[src/rtl/cmos_wr_arbiter.sv]
`default_nettype none
// ============================================================================
//  Module   : cmos_wr_arbiter
//  Purpose  : Round-robin scheduler sharing one burst write port between two
//             camera capture FIFOs, each stream in its own frame region.
//  Revision : 1.0  initial release
// ============================================================================
module cmos_wr_arbiter #(
    parameter int                DATA_W      = 16,
    parameter int                ADDR_W      = 22,
    parameter int                CNT_W       = 10,
    parameter int                BURST_LEN   = 256,
    parameter int                FRAME_WORDS = 307200,
    parameter logic [ADDR_W-1:0] BASE0       = '0,
    parameter logic [ADDR_W-1:0] BASE1       = 22'h100000
) (
    input  logic              sys_clk,
    input  logic              sys_rst_n,
    input  logic [CNT_W-1:0]  cmos0_fifo_cnt,
    input  logic [DATA_W-1:0] cmos0_fifo_dout,
    output logic              cmos0_fifo_rd,
    input  logic              cmos0_frame_start,
    input  logic [CNT_W-1:0]  cmos1_fifo_cnt,
    input  logic [DATA_W-1:0] cmos1_fifo_dout,
    output logic              cmos1_fifo_rd,
    input  logic              cmos1_frame_start,
    output logic              wr_req,
    output logic [ADDR_W-1:0] wr_addr,
    input  logic              wr_ack,
    input  logic              wr_data_req,
    output logic [DATA_W-1:0] wr_data,
    output logic              grant,
    output logic              busy
);

    localparam int                  c_off_w     = $clog2(FRAME_WORDS);
    localparam int                  c_beat_w    = $clog2(BURST_LEN);
    localparam logic [CNT_W:0]      c_burst_cnt = (CNT_W+1)'(BURST_LEN);
    localparam logic [c_off_w:0]    c_burst_off = (c_off_w+1)'(BURST_LEN);
    localparam logic [c_off_w:0]    c_frame_off = (c_off_w+1)'(FRAME_WORDS);
    localparam logic [c_beat_w-1:0] c_last_beat = c_beat_w'(BURST_LEN-1);

    typedef enum logic [1:0] {
        S_IDLE = 2'd0,
        S_REQ  = 2'd1,
        S_DATA = 2'd2,
        S_DONE = 2'd3
    } state_t;

    state_t              r_state;
    state_t              w_state_nxt;
    logic                r_grant;
    logic                r_last;
    logic [ADDR_W-1:0]   r_addr;
    logic [c_beat_w-1:0] r_beat;
    logic [c_off_w-1:0]  r_off [2];
    logic [1:0]          r_pend;

    logic [1:0]          w_elig;
    logic [1:0]          w_fs;
    logic [1:0]          w_own;
    logic [1:0]          w_apply;
    logic [c_off_w:0]    w_off_sum [2];
    logic [c_off_w-1:0]  w_off_inc [2];
    logic [c_off_w-1:0]  w_off_eff [2];
    logic                w_pick;
    logic [ADDR_W-1:0]   w_addr_nxt;

    assign w_elig = {({1'b0, cmos1_fifo_cnt} >= c_burst_cnt),
                     ({1'b0, cmos0_fifo_cnt} >= c_burst_cnt)};
    assign w_fs   = {cmos1_frame_start, cmos0_frame_start};
    assign w_pick = (&w_elig) ? ~r_last : w_elig[1];

    // A camera owns its burst from REQ through DONE, so a frame start seen
    // while it is queued is deferred and lands as a clear in DONE.
    always_comb begin
        for (int n = 0; n < 2; n++) begin
            w_own[n]     = (r_state != S_IDLE) && (r_grant == n[0]);
            w_apply[n]   = r_pend[n] && (!w_own[n] || (r_state == S_DONE));
            w_off_sum[n] = {1'b0, r_off[n]} + c_burst_off;
            w_off_inc[n] = (w_off_sum[n] >= c_frame_off) ? '0 : w_off_sum[n][c_off_w-1:0];
            w_off_eff[n] = w_apply[n] ? '0 : r_off[n];
        end
    end

    assign w_addr_nxt = w_pick ? (BASE1 + ADDR_W'(w_off_eff[1]))
                               : (BASE0 + ADDR_W'(w_off_eff[0]));

    always_ff @(posedge sys_clk or negedge sys_rst_n) begin
        if (!sys_rst_n) r_state <= S_IDLE;
        else            r_state <= w_state_nxt;
    end

    always_comb begin
        w_state_nxt   = r_state;
        wr_req        = 1'b0;
        busy          = 1'b0;
        cmos0_fifo_rd = 1'b0;
        cmos1_fifo_rd = 1'b0;
        case (r_state)
            S_IDLE: begin
                if (|w_elig) w_state_nxt = S_REQ;
            end
            S_REQ: begin
                busy   = 1'b1;
                wr_req = 1'b1;
                if (wr_ack) w_state_nxt = S_DATA;
            end
            S_DATA: begin
                busy          = 1'b1;
                cmos0_fifo_rd = wr_data_req & ~r_grant;
                cmos1_fifo_rd = wr_data_req &  r_grant;
                if (wr_data_req && (r_beat == c_last_beat)) w_state_nxt = S_DONE;
            end
            S_DONE: begin
                busy        = 1'b1;
                w_state_nxt = S_IDLE;
            end
            default: w_state_nxt = S_IDLE;
        endcase
    end

    always_ff @(posedge sys_clk or negedge sys_rst_n) begin
        if (!sys_rst_n) begin
            r_grant  <= 1'b0;
            r_last   <= 1'b1;
            r_addr   <= '0;
            r_beat   <= '0;
            r_off[0] <= '0;
            r_off[1] <= '0;
            r_pend   <= '0;
        end else begin
            if ((r_state == S_IDLE) && (|w_elig)) begin
                r_grant <= w_pick;
                r_addr  <= w_addr_nxt;
            end
            if ((r_state == S_REQ) && wr_ack)
                r_beat <= '0;
            else if ((r_state == S_DATA) && wr_data_req)
                r_beat <= r_beat + 1'b1;
            if (r_state == S_DONE) r_last <= r_grant;
            for (int n = 0; n < 2; n++) begin
                if (w_apply[n])
                    r_off[n] <= '0;
                else if ((r_state == S_DONE) && w_own[n])
                    r_off[n] <= w_off_inc[n];
                if (w_fs[n])         r_pend[n] <= 1'b1;
                else if (w_apply[n]) r_pend[n] <= 1'b0;
            end
        end
    end

    assign wr_addr = r_addr;
    assign grant   = r_grant;
    assign wr_data = r_grant ? cmos1_fifo_dout : cmos0_fifo_dout;

endmodule
`default_nettype wire

[config.mk]
export PLATFORM = sky130hd
export DESIGN_NAME = cmos_wr_arbiter
export DESIGN_NICKNAME = d
export VERILOG_FILES = /design/src/rtl/cmos_wr_arbiter.sv
export SDC_FILE = /design/constraint.sdc
export NUM_CORES = 1
export LEC_CHECK = 0
export BUFFER_PORTS_ARGS = -buffer_cell sky130_fd_sc_hd__buf_2
export CORE_ASPECT_RATIO = 0.75
export CORE_UTILIZATION = 46
export DETAILED_ROUTE_END_ITERATION = 10
export PLACE_DENSITY = 0.83
export REMOVE_ABC_BUFFERS = 1
export SETUP_SLACK_MARGIN = 0.2
export SLEW_MARGIN = 10
export SYNTH_ARGS = -nofsm -noshare
export SYNTH_HDL_FRONTEND = slang
export SYNTH_SLANG_ARGS = --single-unit
[constraint.sdc]
create_clock -name sys_clk -period 1.9 [get_ports sys_clk]
set_input_delay 0.475 -clock sys_clk [delete_from_list [all_inputs] [get_ports sys_clk]]
set_output_delay 0.475 -clock sys_clk [all_outputs]
set_load 0.005 [all_outputs]
==> results of run 1 <==
## cells by family after synthesis
| kind of cell | after synthesis | synth area share |
|---|---|---|
| AND/OR/NAND/NOR | 138 | 0.217 |
| AO/OA/AOI/OAI | 79 | 0.178 |
| flip-flops | 48 | 0.384 |
| buffers and inverters | 45 | 0.0791 |
| multiplexers | 22 | 0.0779 |
| XOR/XNOR | 11 | 0.0308 |
| adder cells (fa/ha/maj) | 8 | 0.0320 |
| other | 1 | 0.00120 |
## power groups by stage
stage | logic, W | registers [W] | clock network [W]
CTS | 0.00285 | 0.00126 | 0.000674
floorplan | 0.000859 | 0.00133 | 0
detailed placement | 0.00182 | 0.00127 | 0
global route | 0.00386 | 0.00130 | 0.000739
finish | 0.00374 | 0.00130 | 0.000697
global placement | 0.00175 | 0.00126 | 0
## path summary, 6_finish.rpt
| path | from | endpoint | slack [ps] | cells past startpoint |
|---|---|---|---|---|
| min in group sys_clk | cmos1_frame_start | r_pend[1]$_DFFE_PN0P_ | 330 | 2 |
| min reg2reg | wr_addr[8]$_DFFE_PN0P_ | wr_addr[8]$_DFFE_PN0P_ | 490 | 2 |
| max | r_state[1]$_DFFE_PN0P_ | r_off[36]$_DFFE_PN0P_ | -280 | 10 |
| max in group asynchronous | sys_rst_n | r_last$_DFFE_PN1P_ | 1510 | 2 |
| max reg2reg | r_state[1]$_DFFE_PN0P_ | r_off[36]$_DFFE_PN0P_ | -280 | 10 |
| min | sys_rst_n | r_off[35]$_DFFE_PN0P_ | 120 | 2 |
## timing repair
action,4_1_cts,5_1_grt
endpoints found under the setup margin,54,58
resized for setup,120,63
setup buffers,20,20
cloned,6,0
pin swaps,37,36
## per-stage QoR
stage / instances / utilization / total power (W) / TNS, ps
finish: 597 / 0.812 / 0.00573 / -5340
global route: 597 / 0.812 / 0.00591 / -6640
CTS: 577 / 0.742 / 0.00479 / -600
detailed placement: 543 / 0.610 / 0.00309 / -3450
global placement: 543 / 0.610 / 0.00301 / -2190
floorplan: 320 / - / 0.00219 / -966
## cells in the mapped netlist, types with 8 or more instances
cell type / number / area [um^2]
nor2_1: 31 / 116
a22oi_1: 11 / 82.6
mux2_2: 19 / 214
nand3_1: 17 / 85.1
dfrtp_1: 47 / 1180
clkbuf_1: 10 / 37.5
nand4_1: 8 / 50.1
ha_1: 8 / 100
buf_4: 10 / 75.1
o21ai_0: 29 / 145
nand2_1: 45 / 169
inv_1: 12 / 45.0
## routing by layer
| layer | GRT usage | routed length [um] |
|---|---|---|
| met4 | 0.185 | 1120 |
| met3 | 0.0637 | 1410 |
| met5 | 0 | 0 |
| met1 | 0.369 | 5000 |
| met2 | 0.559 | 6600 |
## area by class of cell
type                            instances  area, um^2  share of cell area
Tap cell                               81         101              0.0194
Clock buffer                            6        82.6              0.0158
Clock inverter                          2        13.8             0.00263
Multi-Input combinational cell        260        2190               0.419
Inverter                               12        45.0             0.00861
Sequential cell                        48        1210               0.231
Timing Repair Buffer                  188        1590               0.304
## state kept, by name (all words and copies together), names as in the netlist
register	flops
r_off	22
wr_addr	13
r_beat	8
r_pend	2
r_state	2
r_last	1
## critical path, stage by stage, from the launching register on
cell	delay, ps
dfrtp_1	450
inv_2	100
ha_4	180
buf_6	120
nor4b_4	300
buf_4	170
o41a_1	260
nand3_4	130
nor2b_2	170
o21ai_1	110
o31ai_1	80
==> flow_metrics.tcl, run 1 <==
set metrics [dict create \
    die_area_um2 7140 \
    syn_avg_cell_area_um2 8.89 \
    irDropWorstVdd_mv 0.483 \
    drcViolationCount 0 \
    fp.dieH_um 73.4 \
    nets 581 \
    power_density_nw_per_um2 1100 \
    pre_cts_slack_ps -343 \
    vias_per_cell 6.39 \
    detail-route-antenna-nets 0 \
    post_synthesis_cell_area_um2 3130 \
    cts_hold_repair.buffers 0 \
    area_growth_pct 67.1 \
    placeableCoreArea_um2 6440 \
    post_synth_inst_count 352 \
    setup_viol_count_final 49 \
    placement.io_buffers 82 \
    grt_antenna_before_repair 0 \
    place.detailed.hpwl_um 6290 \
    grt_overflow 0 \
    fin_worst_skew_ps 22.9 \
    finalHoldViolCount 0 \
    power_switching_share 0.395 \
    clock_power_share 0.122 \
    worst_ep_required_time_ps 2140 \
    synth.yosys.seq_area_share 0.384 \
    ioPinCount 101 \
    layout_common_cells "buf_4, buf_2, nand2_1" \
    p_int_w 0.00347 \
    power.combinational.fraction 0.652 \
    grt_pass1_vias 3528 \
    detailedRoute.firstPassIterationCount 5 \
    clkSinkCount 48 \
    timing.final.crit_share 1.15 \
    start_kind "flip-flop" \
    critPathMaxFanout 4 \
    worst_slew_pin_slew_ps 532 \
    floorplan.rows 25 \
    layout_commonest_cell "buf_4" \
    power.static_leakage_nw 2.35 \
    wl_per_cell_um 23.7 \
    gr-usage-all-layers 0.318 \
    cts_tree "done" \
    yosys_register_bits 48 \
    maxSlewViolCount 0 \
    rsz0062_at_grt "true" \
    period_minus_slack_ps 2180 \
    cts_htree_levels 2 \
    seq_power_share 0.226 \
    pin_count_of_the_biggest_net_entering_global_routing 49 \
    grt_first_pass_wirelength_um 17500 \
    synth.distinct_cells 55 \
    num-fill-cells 307 \
    via_total_after_detailed_routing 3814 \
    last_weighted_congestion_value_of_the_routability_driven_placer 0.885 \
    initialDrtViolationCount 467 \
    drive_gt1_frac 0.593 \
    final_design_area_excluding_fillers_um2 5230 \
    cp-end-kind "flip-flop" \
    failed_checks "negative setup slack" \
    timing.hold.worst.class "input pin to async pin" \
    timing.max_cap.violations 0 \
    worstPathArrival_ps 2420 \
    worst_skew_pair.late_latency_ps 330 \
    worst_slew_margin_rel 0.642 \
    dominantRegCellSynth "dfrtp_1" \
    synth_edf_count 0 \
    switching_power_w 0.00226 \
    clockBufferDepth 2 \
    synthesis_warning_total 0 \
    fp.dieW_um 97.3 \
    status "finished, violations left" \
    path_class "flip-flop to flip-flop" \
    setup_slack_ps -285 \
    postSynth.asyncResetShare 1.00 \
    clk_pin_slew_ps 110 \
    clock-root-buffer "clkbuf_8" \
    route.final.wire_length_um 14100 \
    max_clock_freq_ghz 0.458 \
    dpl_cell_area_um2 3930 \
    tritoncts.num_buffers 5 \
    start_util 0.486 \
    hold_ws_ps 118 \
    ant_cells 0 \
]
(Power assumes the default switching activity.)
==> run 2: changes to the inputs <==
--- a/config.mk
+++ b/config.mk
@@ -6,10 +6,12 @@
 export NUM_CORES = 1
 export LEC_CHECK = 0
 export BUFFER_PORTS_ARGS = -buffer_cell sky130_fd_sc_hd__buf_2
+export CELL_PAD_IN_SITES_DETAIL_PLACEMENT = 1
+export CELL_PAD_IN_SITES_GLOBAL_PLACEMENT = 1
 export CORE_ASPECT_RATIO = 0.75
-export CORE_UTILIZATION = 46
+export CORE_UTILIZATION = 34
 export DETAILED_ROUTE_END_ITERATION = 10
-export PLACE_DENSITY = 0.83
+export PLACE_DENSITY = 0.84
 export REMOVE_ABC_BUFFERS = 1
 export SETUP_SLACK_MARGIN = 0.2
 export SLEW_MARGIN = 10
==> run 2 against run 1 <==
Effect of this change: the run still ends with negative setup slack left; wire length up 20%; fmax shrank 5.1%; combinational power down 4%; count of clock-buffer cells in the layout is 1 higher; hold slack got worse by 23 ps; flip-flop and latch count is the same; final cell count increased by 5.4%; sequential share of layout area shrank 0.45 points; power rose by 2.5%; global-route usage shrank 6.4 points; largest cell class unchanged; sequential power barely moved; clock skew is 9.9 ps lower.
==> flow_metrics.tcl, run 2 (synthesized netlist as in run 1, its figures left out) <==
set metrics [dict create \
    fp.dieW_um 113 \
    worst_slew_margin_rel 0.454 \
    tritoncts.num_buffers 5 \
    max_ffs_per_register 22 \
    wl_per_cell_um 26.9 \
    timing.hold.worst.class "input pin to async pin" \
    via_total_after_detailed_routing 3804 \
    pin_count_of_the_biggest_net_entering_global_routing 35 \
    worst_ep_required_time_ps 2060 \
    floorplan.rows 29 \
    cts_hold_repair.buffers 0 \
    grt_overflow 0 \
    gr-usage-all-layers 0.253 \
    grt_antenna_before_repair 0 \
    placeableCoreArea_um2 8710 \
    die_area_um2 9600 \
    fin_worst_skew_ps 13.0 \
    irDropWorstVdd_mv 0.476 \
    cp-end-kind "flip-flop" \
    setup_total_negative_slack_ps -6470 \
    rr_startpoint "r_state[0]$_DFFE_PN0P_" \
    worstPathArrival_ps 2470 \
    power_switching_share 0.400 \
    start_kind "flip-flop" \
    layout_commonest_cell "buf_4" \
    rsz0062_at_grt "true" \
    worst_case_reg_to_reg_path_depth 9 \
    start_util 0.359 \
    ioPinCount 101 \
    clockBufferDepth 2 \
    setup_viol_count_final 46 \
    ant_cells 0 \
    placement.io_buffers 82 \
    layout_common_cells "buf_4, buf_2, dfrtp_1" \
    last_weighted_congestion_value_of_the_routability_driven_placer 0.899 \
    final_util 0.612 \
    failed_checks "negative setup slack" \
    detail-route-antenna-nets 0 \
    grt_pass1_vias 3572 \
    crit_chain "inv_2, ha_4, buf_6, nor4b_4, buf_4, o41a_1, nand3_4, buf_6, o41ai_2" \
    power_density_nw_per_um2 1100 \
    reg2reg_setup_slack_ps -400 \
    switching_power_w 0.00235 \
    nets 586 \
    timing.max_cap.violations 0 \
    clkSinkCount 48 \
    period_minus_slack_ps 2300 \
    clk_pin_slew_ps 80 \
    place.detailed.hpwl_um 7630 \
    setup_slack_ps -402 \
    critical-path-slowest-cell "dfrtp_1" \
    worst_slew_pin_slew_ps 811 \
    timing.critical_path.slowest_cell_delay_ps 450 \
    drcViolationCount 0 \
    clock_power_share 0.162 \
    cp_common_cell "buf_6" \
    power.static_leakage_nw 2.46 \
    critPathMaxFanout 4 \
    worstPathBufferInverterCount 4 \
    fp.dieH_um 85.1 \
    cts_tree "done" \
    p_int_w 0.00353 \
    clock-root-buffer "clkbuf_16" \
    vias_per_cell 6.05 \
    worst_skew_pair.late_latency_ps 300 \
    timing.final.crit_share 1.21 \
    grt_first_pass_wirelength_um 18800 \
    status "finished, violations left" \
    cts_htree_levels 2 \
    report.power.total_w 0.00588 \
    reg2reg_to "r_off[35]$_DFFE_PN0P_" \
    detailedRoute.firstPassIterationCount 5 \
    num-fill-cells 935 \
    maxSlewViolCount 0 \
    initialDrtViolationCount 262 \
    route.final.wire_length_um 16900 \
    drive_gt1_frac 0.589 \
    seq_power_share 0.226 \
    critPathTopFamily "buffers and inverters" \
    largest_register "r_off" \
    power.combinational.fraction 0.612 \
    cp-startpoint "r_state[0]$_DFFE_PN0P_" \
    max_clock_freq_ghz 0.434 \
    finalHoldViolCount 0 \
    path_class "flip-flop to flip-flop" \
    area_growth_pct 70.2 \
]
-- run 2: cell count changes in the layout (fill, tap and decap cells not counted), moves of 5 or more --
| cell | delta |
|---|---|
| a22oi_1 | +7 |
| buf_4 | +12 |
| clkbuf_16 | +7 |
| a22oi_2 | -7 |
| mux2_2 | -10 |
| clkbuf_8 | -5 |
| mux2_4 | +10 |
-- run 2: through the flow --
step	cell area [um^2]	cells	hold slack, ps	setup slack [ps]
floorplan	2930	320	179	-122
global placement	4000	575	410	-253
detailed placement	4000	575	423	-442
CTS	4530	596	114	-128
global route	5330	629	110	-403
finish	5330	629	95.2	-402
-- run 2: routing by layer --
layer,global-route usage,share of wire
met1,0.297,0.37
met2,0.478,0.49
met3,0.0364,0.073
met5,0,0
met4,0.0788,0.066
-- run 2: power by group through the flow --
stage / sequential, W / clock (W) / combinational, W
4_1_cts: 0.00128 / 0.000935 / 0.00216
5_1_grt: 0.00134 / 0.00101 / 0.00371
6_report: 0.00133 / 0.000950 / 0.00360
3_5_place_dp: 0.00128 / 0 / 0.00187
2_1_floorplan: 0.00133 / 0 / 0.000859
3_3_place_gp: 0.00126 / 0 / 0.00178
-- run 2: worst max path at each step --
stage	to	slack, ps	cells after the start
after floorplan	r_off[11]$_DFFE_PN0P_	-120	7
after global placement	r_off[10]$_DFFE_PN0P_	-250	7
after global routing	r_off[32]$_DFFE_PN0P_	-400	10
after detailed placement	r_off[11]$_DFFE_PN0P_	-440	7
after CTS	r_off[18]$_DFFE_PN0P_	-130	9
final	r_off[35]$_DFFE_PN0P_	-400	9
-- run 2: what timing repair did --
action,in CTS,in global routing
gates cloned,1,4
pin swaps,21,39
buffers inserted,12,29
gates resized for setup,68,121
hold endpoints to repair,0,0
endpoints found under the setup margin,52,59
-- run 2: worst register-to-register path: cells and delay by family (launching register included) --
family          cells  cell delay [ps]
simple gates        2              440
compound gates      2              530
buf+inv             4              560
flops               1              450
fa+ha+maj           1              170
-- run 2: area by class of cell --
| cell class | instances | area (um^2) | area share |
|---|---|---|---|
| Clock inverter | 1 | 7.51 | 0.00141 |
| Timing Repair Buffer | 193 | 1580 | 0.297 |
| Inverter | 12 | 45.0 | 0.00845 |
| Clock buffer | 7 | 143 | 0.0268 |
| Tap cell | 108 | 135 | 0.0254 |
| Multi-Input combinational cell | 260 | 2210 | 0.415 |
| Sequential cell | 48 | 1210 | 0.226 |
==> run 3: changes to the inputs <==
--- a/config.mk
+++ b/config.mk
@@ -12,6 +12,7 @@
 export CORE_UTILIZATION = 34
 export DETAILED_ROUTE_END_ITERATION = 10
 export PLACE_DENSITY = 0.84
+export RECOVER_POWER = 25
 export REMOVE_ABC_BUFFERS = 1
 export SETUP_SLACK_MARGIN = 0.2
 export SLEW_MARGIN = 10
==> run 3 against run 2 <==
Effect of this change: the run still ends with negative setup slack left; critical path depth unchanged; fmax about the same; final cell count unchanged.
==> flow_metrics.tcl, run 3 (synthesized netlist as in run 1, its figures left out) <==
set metrics [dict create \
    status "finished, violations left" \
    failed_checks "negative setup slack" \
    worstPathArrival_ps 2460 \
    nets 586 \
    grt_overflow 0 \
    timing.final.crit_share 1.21 \
    last_weighted_congestion_value_of_the_routability_driven_placer 0.899 \
    placement.io_buffers 82 \
    timing.critical_path.slowest_cell_delay_ps 450 \
    grt_pass1_vias 3572 \
    gr-usage-all-layers 0.253 \
    clkSinkCount 48 \
    die_area_um2 9600 \
    grt_first_pass_wirelength_um 18800 \
    area_growth_pct 69.7 \
    cp-startpoint "r_state[0]$_DFFE_PN0P_" \
    report.power.total_w 0.00587 \
    worstPathBufferInverterCount 4 \
    via_total_after_detailed_routing 3825 \
    cp-end-kind "flip-flop" \
    worst_ep_required_time_ps 2060 \
    irDropWorstVdd_mv 0.473 \
    worstSetupPathDepth 9 \
    power.static_leakage_nw 2.45 \
    start_kind "flip-flop" \
    hold_ws_ps 252 \
    wl_per_cell_um 27.0 \
    critPathTopFamily "buffers and inverters" \
    start_util 0.359 \
    rsz0062_at_grt "true" \
    cts_htree_levels 2 \
    ant_cells 0 \
    tritoncts.num_buffers 5 \
    largest_register "r_off" \
    layout_commonest_cell "buf_4" \
    ioPinCount 101 \
    power_density_nw_per_um2 1110 \
    setup_viol_count_final 46 \
    floorplan.rows 29 \
    max_clock_freq_ghz 0.434 \
    clockBufferDepth 2 \
    met3_length_um 1280 \
    final_util 0.610 \
    pin_count_of_the_biggest_net_entering_global_routing 35 \
    timing.hold.worst.class "input pin to async pin" \
    grt_antenna_before_repair 0 \
    rr_startpoint "r_state[0]$_DFFE_PN0P_" \
    num-fill-cells 938 \
    worst_slew_margin_rel 0.344 \
    clock-root-buffer "clkbuf_16" \
    worst_case_reg_to_reg_path_depth 9 \
    worst_slew_pin_slew_ps 984 \
    initialDrtViolationCount 255 \
    fin_worst_skew_ps 15.1 \
    clk_pin_slew_ps 80 \
    detailedRoute.firstPassIterationCount 5 \
    route.met2.wl_um 8410 \
    timing.max_cap.violations 0 \
    top_signal_layer_used "met4" \
    drive_gt1_frac 0.587 \
    vias_per_cell 6.08 \
    drt-met1-wl_um 6210 \
    period_minus_slack_ps 2300 \
    place.detailed.hpwl_um 7630 \
    setup_slack_ps -402 \
    path_class "flip-flop to flip-flop" \
    detail-route-antenna-nets 0 \
    layout_common_cells "buf_4, buf_2, dfrtp_1" \
    cts_tree "done" \
    fp.dieH_um 85.1 \
    crit_chain "inv_2, ha_4, buf_6, nor4b_4, buf_4, o41a_1, nand3_4, buf_6, o41ai_2" \
    max_ffs_per_register 22 \
    drcViolationCount 0 \
    finalHoldViolCount 0 \
    fp.dieW_um 113 \
    worst_skew_pair.late_latency_ps 300 \
    critical-path-slowest-cell "dfrtp_1" \
    critPathMaxFanout 4 \
    cp_common_cell "buf_6" \
    maxSlewViolCount 0 \
    placeableCoreArea_um2 8710 \
    cts_hold_repair.buffers 0 \
    route.final.wire_length_um 17000 \
]
## run 3: cell types whose count changed in the layout (fill, tap and decap cells not counted)
cell,before,now
buf_12,5,4
buf_2,61,60
clkbuf_2,0,1
clkbuf_1,1,2
## run 3: stage by stage
stage / area [um^2] / setup slack [ps] / setup TNS, ps / std cells
2_1_floorplan: 2930 / -122 / -966 / 320
3_3_place_gp: 4000 / -253 / -2840 / 575
3_5_place_dp: 4000 / -442 / -5420 / 575
4_1_cts: 4530 / -128 / -2940 / 596
5_1_grt: 5310 / -403 / -10550 / 629
6_report: 5310 / -402 / -6600 / 629
## run 3: area by class of cell
| type | count | area (um^2) | area share |
|---|---|---|---|
| Multi-Input combinational cell | 260 | 2210 | 0.416 |
| Timing Repair Buffer | 193 | 1570 | 0.295 |
| Sequential cell | 48 | 1210 | 0.227 |
| Clock buffer | 7 | 143 | 0.0268 |
| Tap cell | 108 | 135 | 0.0254 |
| Inverter | 12 | 45.0 | 0.00848 |
| Clock inverter | 1 | 7.51 | 0.00141 |
## run 3: worst register-to-register path, delay by kind of cell, from the launching register on
kind	cells	cell delay, ps
AND/OR/NAND/NOR	2	440
AO/OA/AOI/OAI	2	530
buffers and inverters	4	580
flip-flops	1	450
adder cells (fa/ha/maj)	1	170
## run 3: final timing paths
path,end,slack (ps)
min in group sys_clk,r_pend[1]$_DFFE_PN0P_,370
worst min register to register,wr_addr[13]$_DFFE_PN0P_,500
max in group asynchronous,wr_addr[20]$_DFFE_PN0P_,110
worst max register to register,r_off[35]$_DFFE_PN0P_,-400
worst max-delay path,r_off[35]$_DFFE_PN0P_,-400
worst min-delay path,r_off[37]$_DFFE_PN0P_,250
## run 3: report_power, final
group	switching (W)	internal [W]	total (W)
registers	0.000173	0.00116	0.00133
clock network	0.000427	0.000527	0.000954
logic	0.00175	0.00184	0.00359
## run 3: timing repair
item | CTS | global route
endpoints found under the setup margin | 52 | 59
pin swaps | 21 | 39
gates resized for setup | 68 | 121
gates cloned | 1 | 4
setup buffers | 12 | 29
## run 3: routing by layer
layer	vias to the layer above	GRT usage
li1	1578	-
met1	1901	0.297
met2	263	0.478
met3	83	0.0364
met4	0	0.0788
met5	-	0
